<file path="src/rtl/mips_pkg.sv">
// Constants and helpers shared by the fetch stage and the decode controller
// of the 5-stage MIPS pipeline.
package mips_pkg;

  localparam logic [31:0] PC_RESET = 32'h0000_3000;
  localparam logic [31:0] NOP_WORD = 32'h0000_0000;

  localparam logic [5:0] OP_BEQ   = 6'b000100;
  localparam logic [5:0] OP_JAL   = 6'b000011;
  localparam logic [5:0] FUNCT_JR = 6'b001000;

  typedef enum logic [1:0] {
    NPC_SEQ    = 2'd0,
    NPC_BRANCH = 2'd1,
    NPC_JAL    = 2'd2,
    NPC_JR     = 2'd3
  } npc_sel_e;

  function automatic logic [31:0] branch_offset(input logic [15:0] imm);
    return {{14{imm[15]}}, imm, 2'b00};
  endfunction

endpackage

</file>
<file path="src/rtl/npc_calc.sv">
// Combinational next-PC selection for the fetch stage. Redirects are resolved
// against the instruction in D, so branch/jump targets are relative to PC_D.
module npc_calc
  import mips_pkg::*;
(
  input  logic [31:0] pc_f_i,
  input  logic [31:0] pc_d_i,
  input  logic        beq_i,
  input  logic        jal_i,
  input  logic        jr_i,
  input  logic        cmp_eq_i,
  input  logic [15:0] imm_i,
  input  logic [25:0] index_i,
  input  logic [31:0] rs_val_i,
  output logic [31:0] npc_o
);

  npc_sel_e sel;

  // jr wins over jal, which wins over a taken beq, when several are raised.
  always_comb begin
    sel = NPC_SEQ;
    if (jr_i)                 sel = NPC_JR;
    else if (jal_i)           sel = NPC_JAL;
    else if (beq_i && cmp_eq_i) sel = NPC_BRANCH;
  end

  always_comb begin
    npc_o = pc_f_i + 32'd4;
    case (sel)
      NPC_JR:     npc_o = rs_val_i;
      NPC_JAL:    npc_o = {pc_d_i[31:28], index_i, 2'b00};
      NPC_BRANCH: npc_o = pc_d_i + 32'd4 + branch_offset(imm_i);
      default:    npc_o = pc_f_i + 32'd4;
    endcase
  end

endmodule

</file>
<file path="src/rtl/f_stage_fd_reg.sv">
// Fetch stage with the F/D pipeline register: architectural PC, IM address,
// latched instruction/PC for decode and a count of instructions taken into D.
module f_stage_fd_reg
  import mips_pkg::*;
#(
  parameter logic [31:0] PC_RESET = mips_pkg::PC_RESET,
  parameter int          IM_AW    = 12
) (
  input  logic             clk,
  input  logic             reset,
  input  logic             stall,
  input  logic [31:0]      instr_F,
  input  logic             beq_D,
  input  logic             jal_D,
  input  logic             jr_D,
  input  logic             cmp_eq_D,
  input  logic [15:0]      imm_D,
  input  logic [25:0]      index_D,
  input  logic [31:0]      rs_val_D,
  output logic [31:0]      pc_F,
  output logic [IM_AW-1:0] im_addr,
  output logic [31:0]      INSTR_D,
  output logic [31:0]      PC_D,
  output logic [31:0]      PC8_D,
  output logic [31:0]      fetch_cnt
);

  logic [31:0] pc_f_q,  pc_f_d;
  logic [31:0] instr_q, instr_d;
  logic [31:0] pc_d_q,  pc_d_d;
  logic [31:0] cnt_q,   cnt_d;
  logic [31:0] npc;
  logic [31:0] im_offset;

  npc_calc u_npc_calc (
    .pc_f_i   (pc_f_q),
    .pc_d_i   (pc_d_q),
    .beq_i    (beq_D),
    .jal_i    (jal_D),
    .jr_i     (jr_D),
    .cmp_eq_i (cmp_eq_D),
    .imm_i    (imm_D),
    .index_i  (index_D),
    .rs_val_i (rs_val_D),
    .npc_o    (npc)
  );

  // The delay-slot word is never flushed: on a redirect it still moves into D
  // while pc_F takes the target. A stall freezes everything, so a redirect
  // raised during the stall is simply re-evaluated when it lifts.
  always_comb begin
    pc_f_d  = pc_f_q;
    instr_d = instr_q;
    pc_d_d  = pc_d_q;
    cnt_d   = cnt_q;
    if (!stall) begin
      pc_f_d  = npc;
      instr_d = instr_F;
      pc_d_d  = pc_f_q;
      cnt_d   = cnt_q + 32'd1;
    end
  end

  always_ff @(posedge clk) begin
    if (!reset) begin
      pc_f_q  <= PC_RESET;
      instr_q <= NOP_WORD;
      pc_d_q  <= PC_RESET;
      cnt_q   <= 32'd0;
    end else begin
      pc_f_q  <= pc_f_d;
      instr_q <= instr_d;
      pc_d_q  <= pc_d_d;
      cnt_q   <= cnt_d;
    end
  end

  // Out-of-range fetches wrap modulo the IM size; bits [1:0] are dropped.
  assign im_offset = pc_f_q - PC_RESET;
  assign im_addr   = im_offset[IM_AW+1:2];

  assign pc_F      = pc_f_q;
  assign INSTR_D   = instr_q;
  assign PC_D      = pc_d_q;
  assign PC8_D     = pc_d_q + 32'd8;
  assign fetch_cnt = cnt_q;

endmodule

</file>
<file path="config.mk">
export PLATFORM = sky130hd
export DESIGN_NAME = f_stage_fd_reg
export DESIGN_NICKNAME = d
export VERILOG_FILES = /design/src/rtl/mips_pkg.sv /design/src/rtl/npc_calc.sv /design/src/rtl/f_stage_fd_reg.sv
export SDC_FILE = /design/constraint.sdc
export NUM_CORES = 1
export LEC_CHECK = 0
export ABC_AREA = 1
export CAP_MARGIN = 20
export CORE_ASPECT_RATIO = 0.5
export CORE_MARGIN = 2
export CORE_UTILIZATION = 28
export DETAILED_ROUTE_END_ITERATION = 8
export GPL_TIMING_DRIVEN = 0
export PLACE_DENSITY = 0.55
export SLEW_MARGIN = 15
export SYNTH_ARGS = -nofsm -noshare
export SYNTH_HDL_FRONTEND = slang
export SYNTH_HIERARCHICAL = 1
export SYNTH_SLANG_ARGS = --single-unit
</file>
<file path="constraint.sdc">
create_clock -name clk -period 6.4 [get_ports clk]
set_input_delay 0.64 -clock clk [delete_from_list [all_inputs] [get_ports clk]]
set_output_delay 0.64 -clock clk [all_outputs]
set_load 0.02 [all_outputs]
</file>
# Word level (Yosys, flattened, before mapping)
# Cells that the tools add are included.
# word_totals
word_cells	18
output_inout_bits	172
input_bits	113
register_bits	128
# classes
mux	4
n_addsub	6
n_eq_ne	3
reduce_logical	1
# op_table
op	count
32-bit one-hot mux with 3 select lines	1
32-bit by 3-bit adder with 32-bit output, second input constant	2
32-bit by 1-bit adder with 32-bit output, second input constant	1
32-bit adder	1
32-bit by 4-bit adder with 32-bit output, second input constant	1
14-bit subtractor, second input constant	1
2-bit equality test, second input constant	2
2-bit 2-to-1 mux	2
2-bit by 1-bit equality test with 1-bit output, second input constant	1
1-bit logical AND	1
1-bit 2-to-1 mux	1

# Longest topological paths before layout
# logic_depth
ltp_word	6
ltp_mapped	18

# By module
# Netlist, hierarchy kept.
# modules_own_cells
mod	n_inst	area_each_um2	cells_per_inst	seq_area_each_um2
f_stage_fd_reg	1	5790.6	837	2562.5
npc_calc	1	3931.3	743	0.0

# Least setup slack after synthesis
# OpenSTA, ideal clock, no wires.
# synth_path
path_kind	in2reg
startpoint	in imm_D[1]
endpoint	reg pc_f_q[27] (netlist: pc_F[27])
setup_time_ns	0.116
slack_ns	3.890
path_stages	16
n_path_buf	0
t_required_ns	6.284
arrival_ns	2.394
cell_sequence	ha_1 ha_1 inv_1 fa_1 inv_1 nand3_1 nand3_1 nand2_1 nand3_1 nand3_1 nand3_1 nand2_1 nand3_1 nand3_1 o21ai_0 nor2_1
# synth_between
elab_chain_cells	2
# synth_lines
item	line	source
start, declared	f_stage_fd_reg.sv:17	input logic [15:0] imm_D,
32-bit adder	npc_calc.sv:33	NPC_BRANCH: npc_o = pc_d_i + 32'd4 + branch_offset(imm_i);
32-bit one-hot mux with 3 select lines	npc_calc.sv:30	case (sel)
via npc[27]	f_stage_fd_reg.sv:32	logic [31:0] npc;
end signal, assigned	f_stage_fd_reg.sv:71	pc_f_q <= pc_f_d;
end, declared	f_stage_fd_reg.sv:28	logic [31:0] pc_f_q, pc_f_d;
# The timed path passes the listed nets, and every way through them passes these cells.
# A chain may end at the register's enable or synchronous reset.

# Worst setup path in the final report
# layout_path
startpoint	reg pc_d_q[3] (netlist: PC_D[3])
endpoint	out PC8_D[17]
# layout_between
elab_chain_cells	1
# layout_lines
item	line	source
start, declared	f_stage_fd_reg.sv:30	logic [31:0] pc_d_q, pc_d_d;
start signal, assigned	f_stage_fd_reg.sv:73	pc_d_q <= pc_d_d;
32-bit by 4-bit adder with 32-bit output	f_stage_fd_reg.sv:85	assign PC8_D = pc_d_q + 32'd8;
end, declared	f_stage_fd_reg.sv:24	output logic [31:0] PC8_D,
# Every way passes these cells.

==> impl_metrics.py <==
metrics = {
    "global_route": {
        "grt_pass1_wl_um": 62000,
        "grtUsageTotal_pct": 22.8,
        "antenna_found_initial": 4,
        "grt_max_degree": 17,
        "first_global_vias": 10418,
        "grt_overflow": 0,
    },
    "routing": {
        "post_drt_via_cell_ratio": 4.75,
        "drt_iter0_drc": 880,
        "post_drt_wl_per_cell_um": 17.7,
        "final_antenna_net_count": 0,
        "vias": 11257,
        "drc_errors": 0,
        "drt_first_pass_iters": 5,
        "finalWirelength_um": 41900,
    },
    "clock_tree": {
        "clockBufferDepth": 2,
        "htreeDepth": 4,
        "root_buffer": "clkbuf_16",
        "clk_pin_slew_ns": 0.06,
        "cts.sinks": 128,
        "cts_setup_buffers": 0,
        "cts_resized": 0,
        "cts_buffers": 17,
        "clock_latency_ns": 0.44,
        "cts_hold_buf": 0,
        "cts_tree": "built",
    },
    "worst_setup_path": {
        "reg2reg_depth": 10,
        "cp_max_fo": 5,
        "max_stage_delay_ns": 0.62,
        "critical_path_class": "reg -> out",
        "cp_cell_sequence": "ha_1, nand3_2, nor3_4, nand2_2, nor2_1, xor2_1, clkdlybuf4s50_1",
        "arrival_ns": 2.81,
        "cp-end-kind": "primary output",
        "cp_slowest_cell": "clkdlybuf4s50_1",
        "worst_setup_path_start_kind": "register",
        "cp_data_required_time_ns": 5.76,
    },
    "timing": {
        "final-hold-violation-count": 0,
        "max_freq_ghz": 0.290,
        "finalCritPeriodShare_pct": 53.9,
        "drv_slew": 0,
        "finClkSkew_ns": 0.0142,
        "setup_viol_count_final": 0,
        "layout_setup_ws_ns": 2.95,
        "rsz0062_at_grt": "no",
        "setup_tns_ns": 0,
        "worstMarginPinSlew_ns": 0.805,
        "fin_crit_ns": 3.45,
        "max-slew-margin-rel_pct": 46.3,
    },
    "finish": {
        "nNetsFinal": 2054,
        "final_area_sq_mm": 0.0137,
        "nFillCells": 3766,
        "drive_gt1_share_pct": 5.49,
        "final_core_util_pct": 40.0,
        "area_growth_pct": 41.3,
    },
    "synthesis": {
        "yosysSeqAreaShare_pct": 26.4,
        "synth_cells": 1580,
        "synth_nets": 1754,
        "ys_top_cells_by_area": "dfxtp_1 26%, nand2_1 15%, nor2_1 13%, ha_1 7.7%, o21ai_0 5.8%",
        "synthAdderAreaFrac_pct": 7.93,
        "synth_top_family_by_area": "simple AND/OR/NAND/NOR gates",
        "synth_xor_area_share_pct": 4.13,
        "synth_seq_cells": 128,
        "synthMuxAreaShare_pct": 0,
        "yosys-top-cells-count": "397 x nand2_1, 326 x nor2_1, 137 x inv_1, 128 x dfxtp_1, 113 x o21ai_0",
        "avgSynthCellArea_sq_um": 6.15,
        "yosysUniqueCellTypes": 45,
        "post-synth-top-count-cell": "nand2_1",
        "synth_edf_count": 0,
        "async_flop_share_pct": 0,
        "synth-compound-area-share_pct": 12.1,
        "ys.flop_type": "dfxtp_1",
        "ys_warn_count": 6,
        "synth_top_area_share_pct": 26.4,
        "syn_area_sq_mm": 0.00972,
        "synth_area_leader_cell": "dfxtp_1",
        "synthSimpleGateAreaFrac_pct": 40.6,
    },
    "power_and_ir_drop": {
        "switching_share_pct": 34.2,
        "power.leakage_nw": 5.85,
        "total_power_mw": 2.64,
        "ir_worst_vdd_uv": 173,
        "cell_internal_pwr_mw": 1.74,
        "clkPwrFrac_pct": 38.3,
        "combPwrFrac_pct": 26.9,
        "p_seq_share_pct": 34.8,
        "power_switching_uw": 904,
        "power.density_mw_per_mm2": 192,
    },
    "floorplan": {
        "dieArea_sq_mm": 0.0363,
        "design.core.area_sq_mm": 0.0344,
        "die_w_um": 268,
        "initial_utilization_pct": 28.3,
        "die_h_um": 136,
        "fp-row-count": 48,
        "pin_count": 285,
    },
    "hold_path": {
        "hold_depth": 2,
        "hp-class": "reg -> reg",
    },
    "placement": {
        "port_buffers": 281,
        "place_congestion": 0.981,
        "dp_hpwl_um": 34000,
        "placed_cell_area_sq_mm": 0.0131,
        "pre_cts_slack_ns": 2.60,
    },
    "run_status": {
        "status": "finished clean",
    },
    "job": {
        "cap_violations": 0,
    },
}
==> power by group through the flow <==
stage	logic [mW]	clock network (mW)	registers, mW
after floorplan	0.344	0	0.959
after global placement	0.704	0	0.937
after detailed placement	0.706	0	0.937
after CTS	0.710	1.03	0.919
after global routing	0.778	1.06	0.925
final	0.711	1.01	0.920
==> path summary, 6_finish.rpt <==
path	endpoint	startpoint	slack, ns
setup / recovery	PC8_D[17]	PC_D[3]	2.95
hold / removal	INSTR_D[17]	INSTR_D[17]	0.48
setup reg to reg	pc_F[13]	PC_D[12]	3.37
hold reg to reg	INSTR_D[17]	INSTR_D[17]	0.48
==> critical path: cells and delay by family, from the launching register on <==
kind,cells,cell delay (ns)
AND/OR/NAND/NOR,4,0.80
flip-flops,1,0.44
adder cells (fa/ha/maj),1,0.34
buffers and inverters,1,0.62
XOR/XNOR,1,0.17
==> cell families (layout without fill, tap and decap cells) <==
kind of cell	Yosys count	in the layout
and+or+nand+nor	924	924
AOI/OAI and AO/OA	215	215
buffers and inverters	207	520
DFF	128	128
adders and majority gates	61	61
xor gates and xnor gates	45	45
other	0	4
==> placed cells by master (no fill, tap or decap), types with 28 or more instances in the layout <==
cell,n
o21ai_0,113
nand3_1,93
clkbuf_1,28
nor2_1,326
inv_1,137
ha_1,60
clkdlybuf4s50_1,281
dfxtp_1,128
nand2_1,397
nand4_1,33
a21oi_1,66
xor2_1,31
==> metal layers <==
| layer | vias to the layer above | track usage, % | part of all wire [%] |
|---|---|---|---|
| met4 | 0 | 6.92 | 2.1 |
| li1 | 5732 | - | - |
| met3 | 47 | 2.67 | 4.8 |
| met5 | - | 0 | 0 |
| met1 | 5222 | 29.7 | 45 |
| met2 | 256 | 39.6 | 48 |
==> through the flow <==
step | hold WS, ns | instances
after global routing | 0.506 | 2372
after CTS | 0.486 | 2368
after global placement | 0.463 | 2336
after detailed placement | 0.469 | 2336
after floorplan | 0.547 | 1580
final | 0.480 | 2372
==> sequential cells by signal (all words and copies together) (netlist names) <==
signal,flops
INSTR_D,32
pc_F,32
fetch_cnt,32
PC_D,32
==> final cells by class <==
cell class,count,area [sq um],share of cell area [%]
well taps,475,594,4.33
inverters,147,552,4.02
flip-flops and latches,128,2560,18.7
clock inverters,14,168,1.22
repair buffers,281,2810,20.5
plain buffers,60,308,2.24
multi-input cells,1245,6300,45.9
clock buffers,18,429,3.12
diodes,4,10.0,0.0729
Power figures use the tool's default switching activity.
